**src/rtl/mac_seq_ctrl_if.sv**
```systemverilog
// Handshake bundle between a MAC run requester and the mac_seq_ctrl sequencer.
// MAC_SEQ_CTRL_ABORT_EN adds the abort request line.
interface mac_seq_ctrl_if #(
  parameter int unsigned ADDR_WIDTH = 8
);
  logic                  start;
  logic [ADDR_WIDTH-1:0] len;
`ifdef MAC_SEQ_CTRL_ABORT_EN
  logic                  abort;
`endif
  logic                  rd_en;
  logic [ADDR_WIDTH-1:0] rd_addr;
  logic                  acc_clr;
  logic                  acc_en;
  logic                  busy;
  logic                  done;

`ifdef MAC_SEQ_CTRL_ABORT_EN
  modport master (
    output start, len, abort,
    input  rd_en, rd_addr, acc_clr, acc_en, busy, done
  );
  modport slave (
    input  start, len, abort,
    output rd_en, rd_addr, acc_clr, acc_en, busy, done
  );
`else
  modport master (
    output start, len,
    input  rd_en, rd_addr, acc_clr, acc_en, busy, done
  );
  modport slave (
    input  start, len,
    output rd_en, rd_addr, acc_clr, acc_en, busy, done
  );
`endif
endinterface

```
**src/rtl/mac_seq_ctrl.sv**
```systemverilog
// Sequencer for one multiply-accumulate run: clear, stream len operand reads, drain, done.
// Define MAC_SEQ_CTRL_ABORT_EN to enable cancelling an active run via bus.abort.
module mac_seq_ctrl #(
  parameter int unsigned ADDR_WIDTH = 8
) (
  input logic              clk,
  input logic              rst_n,
  mac_seq_ctrl_if.slave    bus
);

  typedef enum logic [2:0] {StIdle, StClr, StRun, StDrain, StDone} state_e;

  state_e                state_q;
  logic [ADDR_WIDTH-1:0] len_q;
  logic                  rd_en_q;
  logic [ADDR_WIDTH-1:0] rd_addr_q;
  logic                  acc_clr_q;
  logic                  acc_en_q;
  logic                  busy_q;
  logic                  done_q;
  logic                  abort_hit;

  // busy_q is high exactly in CLR, RUN and DRAIN, the only states abort may cancel.
`ifdef MAC_SEQ_CTRL_ABORT_EN
  assign abort_hit = bus.abort && busy_q;
`else
  assign abort_hit = 1'b0;
`endif

  always_ff @(posedge clk or negedge rst_n) begin
    if (!rst_n) begin
      state_q   <= StIdle;
      len_q     <= '0;
      rd_en_q   <= 1'b0;
      rd_addr_q <= '0;
      acc_clr_q <= 1'b0;
      acc_en_q  <= 1'b0;
      busy_q    <= 1'b0;
      done_q    <= 1'b0;
    end else if (abort_hit) begin
      state_q   <= StIdle;
      rd_en_q   <= 1'b0;
      rd_addr_q <= '0;
      acc_clr_q <= 1'b0;
      acc_en_q  <= 1'b0;
      busy_q    <= 1'b0;
      done_q    <= 1'b0;
    end else begin
      unique case (state_q)
        StIdle: begin
          done_q <= 1'b0;
          if (bus.start) begin
            len_q     <= bus.len;
            acc_clr_q <= 1'b1;
            busy_q    <= 1'b1;
            state_q   <= StClr;
          end
        end
        StClr: begin
          acc_clr_q <= 1'b0;
          if (len_q != '0) begin
            rd_en_q   <= 1'b1;
            rd_addr_q <= '0;
            state_q   <= StRun;
          end else begin
            busy_q  <= 1'b0;
            done_q  <= 1'b1;
            state_q <= StDone;
          end
        end
        StRun: begin
          // acc_en trails each read by one cycle to cover the memory read latency.
          acc_en_q <= 1'b1;
          if (rd_addr_q == len_q - ADDR_WIDTH'(1)) begin
            rd_en_q   <= 1'b0;
            rd_addr_q <= '0;
            state_q   <= StDrain;
          end else begin
            rd_addr_q <= rd_addr_q + ADDR_WIDTH'(1);
          end
        end
        StDrain: begin
          acc_en_q <= 1'b0;
          busy_q   <= 1'b0;
          done_q   <= 1'b1;
          state_q  <= StDone;
        end
        StDone: begin
          done_q  <= 1'b0;
          state_q <= StIdle;
        end
        default: begin
          state_q <= StIdle;
        end
      endcase
    end
  end

  assign bus.rd_en   = rd_en_q;
  assign bus.rd_addr = rd_addr_q;
  assign bus.acc_clr = acc_clr_q;
  assign bus.acc_en  = acc_en_q;
  assign bus.busy    = busy_q;
  assign bus.done    = done_q;

endmodule

```
**src/flat_wrapper.sv**
```systemverilog
// flat-port wrapper written by rule: the top's interface ports become plain ports
module mac_seq_ctrl_flat 
#(
  parameter int unsigned ADDR_WIDTH = 8
)
  (clk, rst_n, bus_start, bus_len, bus_rd_en, bus_rd_addr, bus_acc_clr, bus_acc_en, bus_busy, bus_done);
  mac_seq_ctrl_if #(.ADDR_WIDTH(ADDR_WIDTH)) bus_i ();
  input logic clk;
  input logic rst_n;
  input wire logic [$bits(bus_i.start)-1:0] bus_start;
  input wire logic [$bits(bus_i.len)-1:0] bus_len;
  output wire logic [$bits(bus_i.rd_en)-1:0] bus_rd_en;
  output wire logic [$bits(bus_i.rd_addr)-1:0] bus_rd_addr;
  output wire logic [$bits(bus_i.acc_clr)-1:0] bus_acc_clr;
  output wire logic [$bits(bus_i.acc_en)-1:0] bus_acc_en;
  output wire logic [$bits(bus_i.busy)-1:0] bus_busy;
  output wire logic [$bits(bus_i.done)-1:0] bus_done;
  assign bus_i.start = bus_start;
  assign bus_i.len = bus_len;
  assign bus_rd_en = bus_i.rd_en;
  assign bus_rd_addr = bus_i.rd_addr;
  assign bus_acc_clr = bus_i.acc_clr;
  assign bus_acc_en = bus_i.acc_en;
  assign bus_busy = bus_i.busy;
  assign bus_done = bus_i.done;
  mac_seq_ctrl #(.ADDR_WIDTH(ADDR_WIDTH)) u_core (.clk(clk), .rst_n(rst_n), .bus(bus_i));
endmodule
```
**config.mk**
```make
export PLATFORM = sky130hd
export DESIGN_NAME = mac_seq_ctrl_flat
export DESIGN_NICKNAME = d
export VERILOG_FILES = /design/src/rtl/mac_seq_ctrl_if.sv /design/src/rtl/mac_seq_ctrl.sv /design/src/flat_wrapper.sv
export SDC_FILE = /design/constraint.sdc
export NUM_CORES = 1
export LEC_CHECK = 0
export BUFFER_PORTS_ARGS = -buffer_cell sky130_fd_sc_hd__clkbuf_2
export CORE_MARGIN = 2
export CORE_UTILIZATION = 55
export DETAILED_ROUTE_END_ITERATION = 7
export GPL_TIMING_DRIVEN = 0
export PLACE_DENSITY = 0.83
export SETUP_SLACK_MARGIN = 0.1
export SYNTH_ARGS = -nofsm -noshare
export SYNTH_HDL_FRONTEND = slang
export SYNTH_SLANG_ARGS = --single-unit
```
**constraint.sdc**
```tcl
create_clock -name clk -period 4 [get_ports clk]
set_input_delay 0.8 -clock clk [delete_from_list [all_inputs] [get_ports clk]]
set_output_delay 0.8 -clock clk [all_outputs]
set_load 0.02 [all_outputs]
```
Word-level counts from Yosys, hierarchy flattened:

Index checks and enable logic that the tools add are counted.

* add/sub/neg operators: 2
* multiplexer cells: 17
* reductions and logical operators: 15
* eq/ne operators: 9

Operator list (count)
* $mux 8: 2
* $pmux 8 s2: 1
* $pmux 3 s4: 1
* $reduce_and 2->1: 5
* $mux 3: 3
* $add 8x1->8 const B: 1
* $eq 8x8->1: 1
* $reduce_bool 8->1: 1
* $sub 8x1->8 const B: 1
* $eq 3x2->1 const B: 2
* $pmux 1 s2: 3
* $pmux 1 s3: 2
* $reduce_and 3->1: 2
* $reduce_bool 2->1: 3
* $reduce_bool 3->1: 2
* $mux 1: 5
* $ne 2x1->1 const B: 2
* $ne 2x2->1 const B: 2
* $eq 3x1->1 const B: 1
* $eq 3x3->1 const B: 1
* $logic_not 3->1: 1
* $reduce_or 2->1: 1

* logic and storage cells: 51
* output and inout port bits: 13
* bits in registers: 24
* input bits: 11

Depth between registers and ports, before layout:

* depth after elaboration: 4
* gate-level depth with buffers: 7
* gate-level depth less buffers: 7

Worst setup path before layout:

No wires, ideal clock.

* kind: register -> register
* start: register u_core.len_q[0]
* end: register u_core.rd_addr_q[3] (netlist: u_core.bus.rd_addr[3])
* cell stages (with the launch flop): 8
* library setup time: 0.139 ns
* path buffers: 0
* setup slack: 1.986 ns
* clock period less this slack: 2.014 ns
* required time: 3.861 ns
* arrival time: 1.875 ns
* path through: dfrtp_1 -> inv_1 -> ha_1 -> o21ba_1 -> a221oi_1 -> a41oi_2 -> o31ai_2 -> o211ai_2

* cells in the longest elaborated chain, start to end: 4
* elaborated cells between the ends (all ways): 7
* classes of those cells: add/sub: 1; eq/ne: 2; mux: 2; reduce/logical: 2

RTL lines
* start, declared: line mac_seq_ctrl.sv:14 `logic [ADDR_WIDTH-1:0] len_q;`
* start signal, assigned: line mac_seq_ctrl.sv:53 `len_q <= bus.len;`
* $sub 8x1->8: line mac_seq_ctrl.sv:74 `if (rd_addr_q == len_q - ADDR_WIDTH'(1)) begin`
* $eq 8x8->1: line mac_seq_ctrl.sv:74
* $mux 8: line mac_seq_ctrl.sv:74
* $pmux 8 s2: line mac_seq_ctrl.sv:49 `unique case (state_q)`
* end signal, assigned: line mac_seq_ctrl.sv:79 `rd_addr_q <= rd_addr_q + ADDR_WIDTH'(1);`
* end, declared: line mac_seq_ctrl.sv:16 `logic [ADDR_WIDTH-1:0] rd_addr_q;`

Several ways; a longest one is shown, not always the timed one.
A chain may end at the register's enable or synchronous reset.

Worst setup path after layout:

Ends and elaborated chain as after synthesis.

==> summary.md <==
| Metric | Value |
|---|---|
| Run status | completed |
| Cell Pwr Density | 812 nW/um2 |
| Reg-to-reg startpoint | u_core.len_q[0] |
| Sequential power share | 0.348 |
| CTS tree | built |
| Syn_nets | 147 |
| Fin cells | 190 |
| YS warnings | 0 |
| Cells after DPL | 186 |
| FF-to-FF End | u_core.bus.rd_addr[3] |
| Post-layout net count | 175 |
| Worst Skew | 0.00867 ns |
| Pint | 0.000719 W |
| Row count | 18 |
| Final setup TNS | 0 ns |
| Clock Power Share | 0.137 |
| Setup slack, reg-to-reg | 1.72 ns |
| Routed WL | 2670 um |
| IO Pins | 24 |
| FF+latch count, synth | 24 |
| Most numerous cell in the Yosys netlist | dfrtp_1 |
| Dpl cell area | 1560 um2 |
| Gr ovfl total | 0 |
| Critical path peak fanout | 6 |
| Final-report max-slew violation count | 0 |
| Final setup vio count | 0 |
| Clock Root Buffer | clkbuf_4 |
| Biggest area consumer among synthesized cells | dfrtp_1 |
| Relative max-transition margin | 0.556 |
| Max IR drop VDD | 0.000478 V |
| Post-synthesis cell count | 133 |
| First-pass GRT wire length | 4400 um |
| Post-CTS Hold Fix Bufs | 0 |
| DR vias | 1107 |
| Layout cells sized above 1 | 0.325 |
| Primary FF master, synth | dfrtp_1 |
| GRT Util Overall | 0.207 |
| CP required | 4.20 ns |
| Most instantiated cells after synthesis | dfrtp_1, nand2_1, nor2_1 |
| Die X | 54.6 um |
| Area Overhead vs Synth | 14.6% |
| Fin crit period | 2.28 ns |
| Initial antenna violation count | 0 |
| Tcrit/Tclk final | 0.571 |
| RSZ-0062 raised after global routing | false |
| CTS Buf Count | 3 |
| N_diodes | 0 |
| P_leak | 0.710 nW |
| Drt first pass iters | 4 |
| Postcts setup bufs | 0 |
| Max cap viols | 0 |
| Worst min path class | input port to asynchronous set/reset pin |
| Crit path arrival time | 2.49 ns |
| Placer congestion estimate | 0.823 |
| Violation count after the first detailed-routing iteration | 41 |
| CTS Sinks | 24 |
| Full die area | 2980 um2 |
| CTS Buffer Depth | 2 |
| I/O Buffers | 23 |
| Die height | 54.6 um |
| Residual DRC | 0 |
| Via density | 5.83 |
| Cell area after layout | 1610 um2 |
| Number of enable flip-flop cells after synthesis | 0 |
| Vias in the first global route | 916 |
| Switching Fraction | 0.451 |
| Post-route ant nets | 0 |
| Combinational share of power | 0.516 |
| Syn Area/Cell | 10.6 um2 |
| Measured slew at the worst slew-check pin | 0.663 ns |
| Pre-CTS setup slack | 1.77 ns |
| Reg clk slew, reported paths | 0.14 ns |
| CP Launch Type | flip-flop |
| Setup CP Type | flip-flop to flip-flop |
| Core Area | 2450 um2 |
| Max frequency | 438 MHz |
| Setup ws final | 1.72 ns |
| H-tree Lvls | 1 |
| Ys async rst share | 1.00 |
| Pin count of the biggest net entering global routing | 25 |
| Post-Synthesis Cell Area | 1410 um2 |
| Count of different cell masters after synthesis | 48 |
| CP endpoint kind | flip-flop |
| Yosys top cell area share | 0.427 |
| CTS resizes | 0 |
| WL/cell | 14.1 um |
| HPWL after DPL | 2010 um |
| Effective utilization at floorplan | 0.573 |
| Worst-skew pair later-pin latency | 0.32 ns |
| Top cells by area, synth | dfrtp_1, mux2_2, nand2_1, xor2_1, xnor2_1 |
| Sequential element share of the synthesized area | 0.427 |
| Sw power | 0.000591 W |
| Final Hold Fails | 0 |
| Worst Reg-to-Reg Cells | 7 |
==> power groups by stage <==
stage	clock, W	sequential, W	combinational, W
detailed placement	0	0.000459	0.000672
global route	0.000195	0.000474	0.000740
CTS	0.000181	0.000455	0.000678
floorplan	0	0.000486	0.000489
global placement	0	0.000452	0.000651
finish	0.000179	0.000455	0.000675
==> cells in the final DEF, fill, tap and decap left out, types with 2 or more instances in the layout <==
cell type | Yosys | final
and3_1 | 2 | 2
clkbuf_2 | 0 | 23
clkbuf_4 | 0 | 3
ha_1 | 3 | 3
dfrtp_1 | 24 | 24
xnor2_1 | 5 | 5
mux2_2 | 6 | 6
nor4_2 | 2 | 2
nor3_2 | 2 | 2
nand3_1 | 3 | 3
o21ai_1 | 3 | 3
or3_1 | 2 | 2
a21oi_1 | 6 | 6
inv_1 | 7 | 7
nand2_1 | 15 | 15
o32ai_1 | 2 | 2
nor3_1 | 3 | 3
xor2_1 | 6 | 6
o21ai_0 | 4 | 4
nor2_1 | 8 | 8
==> state kept, by name, summed over array words and instances (netlist names) <==
name and flops:
u_core.bus.acc_clr 1, u_core.bus.acc_en 1, u_core.bus.busy 1, u_core.bus.done 1, u_core.bus.rd_addr 8, u_core.bus.rd_en 1
u_core.len_q 8, u_core.state_q 3
==> metrics by stage <==
| stage | hold WS [ns] | power [W] | utilization |
|---|---|---|---|
| 6_report | 0.443 | 0.00131 | 0.657 |
| 5_1_grt | 0.470 | 0.00141 | 0.657 |
| 4_1_cts | 0.464 | 0.00131 | 0.657 |
| 3_5_place_dp | 0.502 | 0.00113 | 0.636 |
| 3_3_place_gp | 0.492 | 0.00110 | 0.636 |
| 2_1_floorplan | 0.504 | 0.000975 | - |
==> logic make-up (layout without fill, tap and decap cells) <==
group,Yosys count,after routing,synth area share
flops,24,24,0.427
compound gates,31,31,0.195
mux,6,6,0.0480
simple gates,47,47,0.189
fa+ha+maj,3,3,0.0267
buf+inv,11,38,0.0462
xor+xnor,11,11,0.0684
==> metal layers <==
layer | vias to the layer above | wire length [um] | global-route usage
li1 | 537 | - | -
met1 | 525 | 1160 | 0.293
met2 | 40 | 1320 | 0.325
met3 | 5 | 155 | 0.0328
met4 | 0 | 40 | 0.0625
met5 | - | 0 | 0
==> layout make-up <==
class | instances | area, um2
Buffer | 3 | 35.0
Clock buffer | 3 | 22.5
Clock inverter | 1 | 30.0
Fill cell | 193 | 842
Inverter | 8 | 30.0
Multi-Input combinational cell | 98 | 742
Sequential cell | 24 | 601
Tap cell | 30 | 37.5
Timing Repair Buffer | 23 | 115
==> critical path: stages (launching register included) <==
cell      delay, ns
dfrtp_1        0.50
inv_1          0.11
ha_1           0.29
o21ba_1        0.19
a221oi_1       0.34
a41oi_2        0.14
o31ai_2        0.45
o211ai_2       0.13
==> worst max path at each step <==
stage	slack [ns]	end	start	depth (start not counted)
4_1_cts	1.72	u_core.bus.rd_addr[3]	u_core.len_q[0]	7
3_3_place_gp	1.82	u_core.bus.rd_addr[3]	u_core.len_q[0]	7
5_1_grt	1.58	u_core.bus.rd_addr[7]	u_core.len_q[0]	7
2_1_floorplan	1.99	u_core.bus.rd_addr[3]	u_core.len_q[0]	7
3_5_place_dp	1.77	u_core.bus.rd_addr[3]	u_core.len_q[0]	7
6_report	1.72	u_core.bus.rd_addr[3]	u_core.len_q[0]	7
No activity file was read; power rests on OpenSTA's default activity.
